$ cat config.mk
export PLATFORM = sky130hd
export DESIGN_NAME = fp_sig_capture_flat
export DESIGN_NICKNAME = d
export VERILOG_FILES = /design/src/rtl/fp_sig_capture_if.sv /design/src/rtl/fp_sig_capture.sv /design/src/flat_wrapper.sv
export SDC_FILE = /design/constraint.sdc
export NUM_CORES = 1
export LEC_CHECK = 0
export ABC_CLOCK_PERIOD_IN_PS = 1900
export CORE_ASPECT_RATIO = 0.8
export CORE_MARGIN = 3
export CORE_UTILIZATION = 49
export DETAILED_ROUTE_END_ITERATION = 8
export GPL_ROUTABILITY_DRIVEN = 1
export HOLD_SLACK_MARGIN = 0.06
export PLACE_DENSITY_LB_ADDON = 0.12
export SYNTH_ARGS = -nofsm -noshare
export SYNTH_HDL_FRONTEND = slang
export SYNTH_SLANG_ARGS = --single-unit
$ cat constraint.sdc
create_clock -name clk -period 1.9 [get_ports clk]
set_clock_uncertainty 0.15 [all_clocks]
set_input_delay 0.38 -clock clk [delete_from_list [all_inputs] [get_ports clk]]
set_output_delay 0.38 -clock clk [all_outputs]
set_load 0.02 [all_outputs]
$ cat src/rtl/fp_sig_capture_if.sv
// Bus bundle for fp_sig_capture.
//   master : drives start/res_valid/res_data, observes status and signature
//   slave  : the capture block (consumes results, presents status/signature)
// When FP_SIG_NAN_COUNT_EN is defined the bundle also carries nan_cnt.
interface fp_sig_capture_if #(
    parameter int unsigned BITWIDTH = 32
);
    logic                start;
    logic                res_valid;
    logic [BITWIDTH-1:0] res_data;
    logic                busy;
    logic                done;
    logic [BITWIDTH-1:0] signature;
    logic [15:0]         sample_cnt;
`ifdef FP_SIG_NAN_COUNT_EN
    logic [15:0]         nan_cnt;

    modport master (
        output start, res_valid, res_data,
        input  busy, done, signature, sample_cnt, nan_cnt
    );
    modport slave (
        input  start, res_valid, res_data,
        output busy, done, signature, sample_cnt, nan_cnt
    );
`else
    modport master (
        output start, res_valid, res_data,
        input  busy, done, signature, sample_cnt
    );
    modport slave (
        input  start, res_valid, res_data,
        output busy, done, signature, sample_cnt
    );
`endif
endinterface

$ cat src/rtl/fp_sig_capture.sv
// Compacts a stream of fp_addsub result words into a MISR signature.
// Ports:
//   clk        - sole clock, rising edge
//   rst_n      - asynchronous active-low reset
//   bus.start      - begin a run (accepted in IDLE or DONE)
//   bus.res_valid  - res_data carries a result this cycle
//   bus.res_data   - IEEE-754 single result word
//   bus.busy       - high while a run is in progress
//   bus.done       - high once NUM_SAMPLES results have been absorbed
//   bus.signature  - current MISR value
//   bus.sample_cnt - results absorbed this run
//   bus.nan_cnt    - NaN results absorbed this run (FP_SIG_NAN_COUNT_EN only)
// Optional feature macro: FP_SIG_NAN_COUNT_EN enables the saturating NaN counter.
module fp_sig_capture #(
    parameter int unsigned BITWIDTH    = 32,
    parameter int unsigned NUM_SAMPLES = 256,
    parameter logic [31:0] MISR_POLY   = 32'h04C11DB7,
    parameter logic [31:0] MISR_SEED   = 32'h00000000
) (
    input  logic             clk,
    input  logic             rst_n,
    fp_sig_capture_if.slave  bus
);

    localparam int unsigned CNT_W = 16;
    localparam logic [BITWIDTH-1:0] POLY = BITWIDTH'(MISR_POLY);
    localparam logic [BITWIDTH-1:0] SEED = BITWIDTH'(MISR_SEED);
    localparam logic [CNT_W-1:0]    LAST = CNT_W'(NUM_SAMPLES - 1);

    typedef enum logic [1:0] {
        IDLE = 2'd0,
        RUN  = 2'd1,
        DONE = 2'd2
    } state_t;

    state_t              state;
    logic                busy_q;
    logic                done_q;
    logic [BITWIDTH-1:0] sig_q;
    logic [CNT_W-1:0]    cnt_q;
    logic                in_vld;
    logic [BITWIDTH-1:0] in_dat;
    logic                start_acc_c;
    logic                absorb_c;
    logic [BITWIDTH-1:0] sig_next_c;

    // A start in RUN is ignored; in IDLE or DONE it launches a new run.
    assign start_acc_c = bus.start && (state != RUN);
    assign absorb_c    = (state == RUN) && in_vld;
    assign sig_next_c  = {sig_q[BITWIDTH-2:0], 1'b0}
                       ^ (sig_q[BITWIDTH-1] ? POLY : '0)
                       ^ in_dat;

    // Input stage; a result presented alongside an accepted start is dropped.
    always_ff @(posedge clk or negedge rst_n) begin
        if (!rst_n) begin
            in_vld <= 1'b0;
            in_dat <= '0;
        end else begin
            in_vld <= bus.res_valid && !start_acc_c;
            in_dat <= bus.res_data;
        end
    end

    // Run control, signature and sample counter.
    always_ff @(posedge clk or negedge rst_n) begin
        if (!rst_n) begin
            state  <= IDLE;
            busy_q <= 1'b0;
            done_q <= 1'b0;
            sig_q  <= SEED;
            cnt_q  <= '0;
        end else begin
            case (state)
                IDLE, DONE: begin
                    if (bus.start) begin
                        state  <= RUN;
                        busy_q <= 1'b1;
                        done_q <= 1'b0;
                        sig_q  <= SEED;
                        cnt_q  <= '0;
                    end
                end
                RUN: begin
                    if (in_vld) begin
                        sig_q <= sig_next_c;
                        cnt_q <= cnt_q + CNT_W'(1);
                        // Counter stops at NUM_SAMPLES because RUN is left here.
                        if (cnt_q == LAST) begin
                            state  <= DONE;
                            busy_q <= 1'b0;
                            done_q <= 1'b1;
                        end
                    end
                end
                default: begin
                    state  <= IDLE;
                    busy_q <= 1'b0;
                    done_q <= 1'b0;
                end
            endcase
        end
    end

    assign bus.busy       = busy_q;
    assign bus.done       = done_q;
    assign bus.signature  = sig_q;
    assign bus.sample_cnt = cnt_q;

`ifdef FP_SIG_NAN_COUNT_EN
    localparam int unsigned MANT_W = 23;
    localparam int unsigned EXP_W  = 8;

    logic [CNT_W-1:0] nan_q;
    logic             is_nan_c;

    // NaN: exponent all ones with a nonzero mantissa (infinities excluded).
    assign is_nan_c = (in_dat[MANT_W +: EXP_W] == {EXP_W{1'b1}})
                   && (in_dat[MANT_W-1:0] != '0);

    // Saturating NaN counter, cleared whenever a run is launched.
    always_ff @(posedge clk or negedge rst_n) begin
        if (!rst_n) begin
            nan_q <= '0;
        end else if (start_acc_c) begin
            nan_q <= '0;
        end else if (absorb_c && is_nan_c && (nan_q != {CNT_W{1'b1}})) begin
            nan_q <= nan_q + CNT_W'(1);
        end
    end

    assign bus.nan_cnt = nan_q;
`endif

endmodule

$ cat src/flat_wrapper.sv
// flat-port wrapper written by rule: the top's interface ports become plain ports
module fp_sig_capture_flat 
#(
    parameter int unsigned BITWIDTH    = 32,
    parameter int unsigned NUM_SAMPLES = 256,
    parameter logic [31:0] MISR_POLY   = 32'h04C11DB7,
    parameter logic [31:0] MISR_SEED   = 32'h00000000
)
  (clk, rst_n, bus_start, bus_res_valid, bus_res_data, bus_busy, bus_done, bus_signature, bus_sample_cnt);
  fp_sig_capture_if #(.BITWIDTH(BITWIDTH)) bus_i ();
  input  logic clk;
  input  logic rst_n;
  input wire logic [$bits(bus_i.start)-1:0] bus_start;
  input wire logic [$bits(bus_i.res_valid)-1:0] bus_res_valid;
  input wire logic [$bits(bus_i.res_data)-1:0] bus_res_data;
  output wire logic [$bits(bus_i.busy)-1:0] bus_busy;
  output wire logic [$bits(bus_i.done)-1:0] bus_done;
  output wire logic [$bits(bus_i.signature)-1:0] bus_signature;
  output wire logic [$bits(bus_i.sample_cnt)-1:0] bus_sample_cnt;
  assign bus_i.start = bus_start;
  assign bus_i.res_valid = bus_res_valid;
  assign bus_i.res_data = bus_res_data;
  assign bus_busy = bus_i.busy;
  assign bus_done = bus_i.done;
  assign bus_signature = bus_i.signature;
  assign bus_sample_cnt = bus_i.sample_cnt;
  fp_sig_capture #(.BITWIDTH(BITWIDTH), .NUM_SAMPLES(NUM_SAMPLES), .MISR_POLY(MISR_POLY), .MISR_SEED(MISR_SEED)) u_core (.clk(clk), .rst_n(rst_n), .bus(bus_i));
endmodule
Word level (Yosys, flattened, before mapping)
Index checks and enable logic that the tools add are counted.
Storage, ports and cells
  bits in registers: 85
  bits of input ports: 36
  output and inout bits: 50
  logic and storage cells: 44
Operators by class
  add/sub/neg operators: 1
  equality and inequality tests: 7
  multiplexer cells: 19
  bitwise operators: 2
  reduce and logical (&&, ||, !) cells: 8
Operator list (number)
  $mux W32: 2
  $pmux W32 S2: 1
  $xor A32 B32 Y32: 2
  $mux W16: 2
  $pmux W16 S2: 1
  $mux W27: 1
  $add A16 B1 Y16 const B: 1
  $eq A16 B8 Y1 const B: 1
  $mux W1: 6
  $mux W2: 3
  $reduce_and A3 Y1: 2
  $ne A2 B1 Y1 const B: 2
  $ne A2 B2 Y1 const B: 2
  $pmux W1 S2: 2
  $pmux W2 S2: 1
  $eq A2 B1 Y1 const B: 1
  $eq A2 B2 Y1 const B: 1
  $logic_and A1 B1 Y1: 2
  $logic_not A2 Y1: 1
  $reduce_bool A2 Y1: 1
  $reduce_or A2 Y1: 1
  $logic_not A1 Y1: 1

Longest topological paths before layout
  word-level depth: 5
  depth in mapped cells: 5
  mapped depth without buffers: 5

Worst setup path before layout
OpenSTA, ideal clock, no wires.
  path kind: register to register
  start: reg u_core.cnt_q[0], in the netlist u_core.bus.sample_cnt[0]
  end: reg u_core.cnt_q[10], in the netlist u_core.bus.sample_cnt[10]
  library setup time: 0.120 ns
  arrival: 1.546 ns
  data required time: 1.630 ns
  setup slack: 0.084 ns
  cell stages (with the launch flop): 6
  path buffers: 0
  period minus slack after synthesis: 1.816 ns
  path through: dfrtp_1 -> ha_1 -> nand3_1 -> a211oi_4 -> a31oi_1 -> a41o_1
Between the ends
  word-level cells in the longest chain between the ends: 3
Ends and longest elaborated chain
  start: declaration: RTL line fp_sig_capture.sv:40  | logic [CNT_W-1:0] cnt_q;
  start signal: assignment: RTL line fp_sig_capture.sv:87  | cnt_q <= cnt_q + CNT_W'(1);
  $add A16 B1 Y16: RTL line fp_sig_capture.sv:87
  $mux W16: RTL line fp_sig_capture.sv:85  | if (in_vld) begin
  $pmux W16 S2: RTL line fp_sig_capture.sv:74  | case (state)
No other way between the ends. The select of a mux whose other input is x is not followed.
A chain may end at the register's enable or synchronous reset.

Final worst setup path
  start: reg u_core.sig_q[31], in the netlist u_core.bus.signature[31]
  end: out bus_signature[31]
RTL lines
  start: declaration: RTL line fp_sig_capture.sv:39  | logic [BITWIDTH-1:0] sig_q;
  start signal: assignment: RTL line fp_sig_capture.sv:86  | sig_q <= sig_next_c;
  end: declaration: RTL line flat_wrapper.sv:18  | output wire logic [$bits(bus_i.signature)-1:0] bus_signature;
No word-level cell between the ends.

==> impl_metrics.env <==
export IMPL_grtUsageTotal_pct=20.7
export IMPL_critPathRequiredTime_ns=1.37
export IMPL_dp_hpwl_mm=5.02
export IMPL_diodes=0
export IMPL_status="completed"
export IMPL_layout_commonest_cell="dfrtp_1"
export IMPL_final_cells=479
export IMPL_hold_slack_ns=0.293
export IMPL_nets=428
export IMPL_power_density_nw_per_um2=1330
export IMPL_arrival_ns=1.32
export IMPL_tns_ns=0
export IMPL_vias=2486
export IMPL_ir_worst_vdd_uv=705
export IMPL_h_tree_depth=3
export IMPL_cts_sinks=84
export IMPL_drc=0
export IMPL_end_kind="output port"
export IMPL_drive_gt1_share_pct=11.1
export IMPL_syn_to_final_growth_pct=38.0
export IMPL_power_switching_uw=2240
export IMPL_max_stage_delay_ns=0.63
export IMPL_swShare_pct=36.2
export IMPL_root_buffer="clkbuf_8"
export IMPL_grt_pass1_vias=2501
export IMPL_relSlewSlack_pct=58.6
export IMPL_clockBufferDepth=2
export IMPL_synth_seq_area_share_pct=62.2
export IMPL_synth_seq_cells=84
export IMPL_hold_class="in -> reg"
export IMPL_drv_cap=0
export IMPL_slew_violations=0
export IMPL_routed_via_density=5.19
export IMPL_synth_distinct_cells=32
export IMPL_io_pins=86
export IMPL_dieArea_um2=7940
export IMPL_worstPathMaxFanout=2
export IMPL_die_w_um=98.9
export IMPL_ys_warn_count=0
export IMPL_antenna_found_initial=0
export IMPL_port_buffers=85
export IMPL_setup_violations=0
export IMPL_critPathBufInv=1
export IMPL_path_delay_family="buffers and inverters"
export IMPL_crit_slowest_cell="clkdlybuf4s50_1"
export IMPL_critPathKind="reg -> out"
export IMPL_crit_path_start_kind="flip-flop"
export IMPL_synth_area_um2=3380
export IMPL_fillers=507
export IMPL_dp_cells=461
export IMPL_p_total_uw=6180
export IMPL_rows=26
export IMPL_fin_crit_ns=1.85
export IMPL_p_seq_share_pct=42.4
export IMPL_p_comb_share_pct=35.6
export IMPL_cts_tree="built"
export IMPL_routed_wirelength_mm=7.48
export IMPL_dr_pass1_iters=4
export IMPL_gp_congestion=0.814
export IMPL_postSynthAreaPerCell_um2=11.7
export IMPL_grt_max_degree=36
export IMPL_start_util_pct=51.7
export IMPL_synthCells=289
export IMPL_clkPwrFrac_pct=22.0
export IMPL_cts_buffers=9
export IMPL_ant_nets=0
export IMPL_clk_latency_ns=0.35
export IMPL_die_h_um=80.3
export IMPL_cp_cell_sequence="clkdlybuf4s50_1"
export IMPL_grt_remaining_overflow=0
export IMPL_p_leak_uw=0.00217
export IMPL_syn_nets=326
export IMPL_final_cell_mix="84 x dfrtp_1, 43 x dlygate4sd2_1, 41 x nand2_1"
export IMPL_finalHoldViolations=0
export IMPL_drt_iter0_markers=76
export IMPL_path_clk_slew_ns=0.08
export IMPL_period_share_pct=97.6
export IMPL_core_um2=6540
export IMPL_grt_pass1_wl_mm=12.6
export IMPL_p_int_uw=3940
export IMPL_post_drt_wl_per_cell_um=15.6
export IMPL_worstMarginPinSlew_ns=0.620
export IMPL_fmax_ghz=0.539
flip-flops by register name (all words and copies together), names as in the netlist:
name	cells
u_core.in_vld	1
u_core.bus.signature	32
u_core.in_dat	32
u_core.state	2
u_core.bus.busy	1
u_core.bus.sample_cnt	16
routing by layer:
layer	GRT usage [%]	wire length (um)	share of wire (%)
met5	0	0	0
met4	6.41	97	1.3
met3	7.38	547	7.3
met2	32.8	3480	47
met1	27.0	3360	45
layout make-up:
class	count	area [um2]	share of cell area, %
clock buffer	9	124	2.66
clock inverter	6	90.1	1.93
inverter	4	15.0	0.322
multi-input combinational	188	1240	26.7
sequential	84	2100	45.1
tap	84	105	2.25
timing repair buffer	104	982	21.1
power groups by stage:
stage / clock network (uW) / logic [uW] / registers [uW]
floorplan: 0 / 909 / 3040
global placement: 0 / 2380 / 2660
detailed placement: 0 / 2440 / 2670
CTS: 1390 / 2230 / 2630
global route: 1480 / 2400 / 2710
finish: 1360 / 2200 / 2620
worst paths after layout:
path | slack, ns | from | to | cells past startpoint
setup / recovery | 0.05 | u_core.bus.signature[31]$_DFFE_PN0P_ | bus_signature[31] | 1
hold / removal | 0.29 | bus_start | u_core.in_vld$_DFF_PN0_ | 2
setup reg to reg | 0.08 | u_core.state[0]$_DFFE_PN0P_ | u_core.bus.sample_cnt[15]$_DFFE_PN0P_ | 5
hold reg to reg | 0.37 | u_core.bus.signature[19]$_DFFE_PN0P_ | u_core.bus.signature[19]$_DFFE_PN0P_ | 2
max in group asynchronous | 0.71 | rst_n | u_core.bus.sample_cnt[12]$_DFFE_PN0P_ | 3
min in group asynchronous | 0.35 | rst_n | u_core.in_dat[22]$_DFF_PN0_ | 2
metrics by stage:
stage	instance area, um2	utilization (%)	worst slack, ns
5_1_grt	4660	71.3	-0.0163
3_5_place_dp	4440	67.9	-0.523
6_report	4660	71.3	0.0459
2_1_floorplan	3380	-	0.0841
4_1_cts	4620	70.7	0.00474
3_3_place_gp	4440	67.9	-0.441
Yosys cell counts:
library cell,n,area (um2)
and4_1,1,8.76
xnor2_1,36,315
a21oi_1,7,35.0
a211oi_1,3,22.5
and3b_1,1,8.76
o31ai_1,18,135
nand3_1,5,25.0
nand3b_4,1,20.0
nand4b_1,1,8.76
nand2b_1,1,6.26
a211o_1,1,8.76
nor2_1,11,41.3
buf_2,2,10.0
and3_1,1,6.26
nor2b_1,1,6.26
or3_1,5,31.3
clkbuf_1,12,45.0
xor2_1,15,131
nand2_1,41,154
o21ai_0,21,105
ha_1,1,12.5
inv_1,4,15.0
a21boi_0,1,7.51
a41o_1,1,10.0
o32ai_1,1,8.76
nor3_1,3,15.0
a31o_2,3,26.3
nand4_1,4,25.0
nor4_1,1,6.26
dfrtp_1,84,2100
a31oi_1,1,6.26
a211oi_4,1,20.0
logic make-up (layout without fill, tap and decap cells):
kind of cell | after synthesis | after routing | share of synthesized area, %
xor gates and xnor gates | 51 | 51 | 13.2
DFF | 84 | 84 | 62.2
buffers and inverters | 18 | 123 | 2.07
AOI/OAI and AO/OA | 58 | 58 | 11.4
and+or+nand+nor | 77 | 78 | 10.7
adders and majority gates | 1 | 1 | 0.370
timing repair:
item | in CTS | in global routing
pin swaps | 1 | 2
endpoints found under the setup margin | 75 | 14
hold endpoints to repair | 27 | 0
hold buffers | 1 | 0
setup buffers | 0 | 1
cloned | 1 | 0
resized for setup | 45 | 9
No activity file was read; power rests on OpenSTA's default activity.
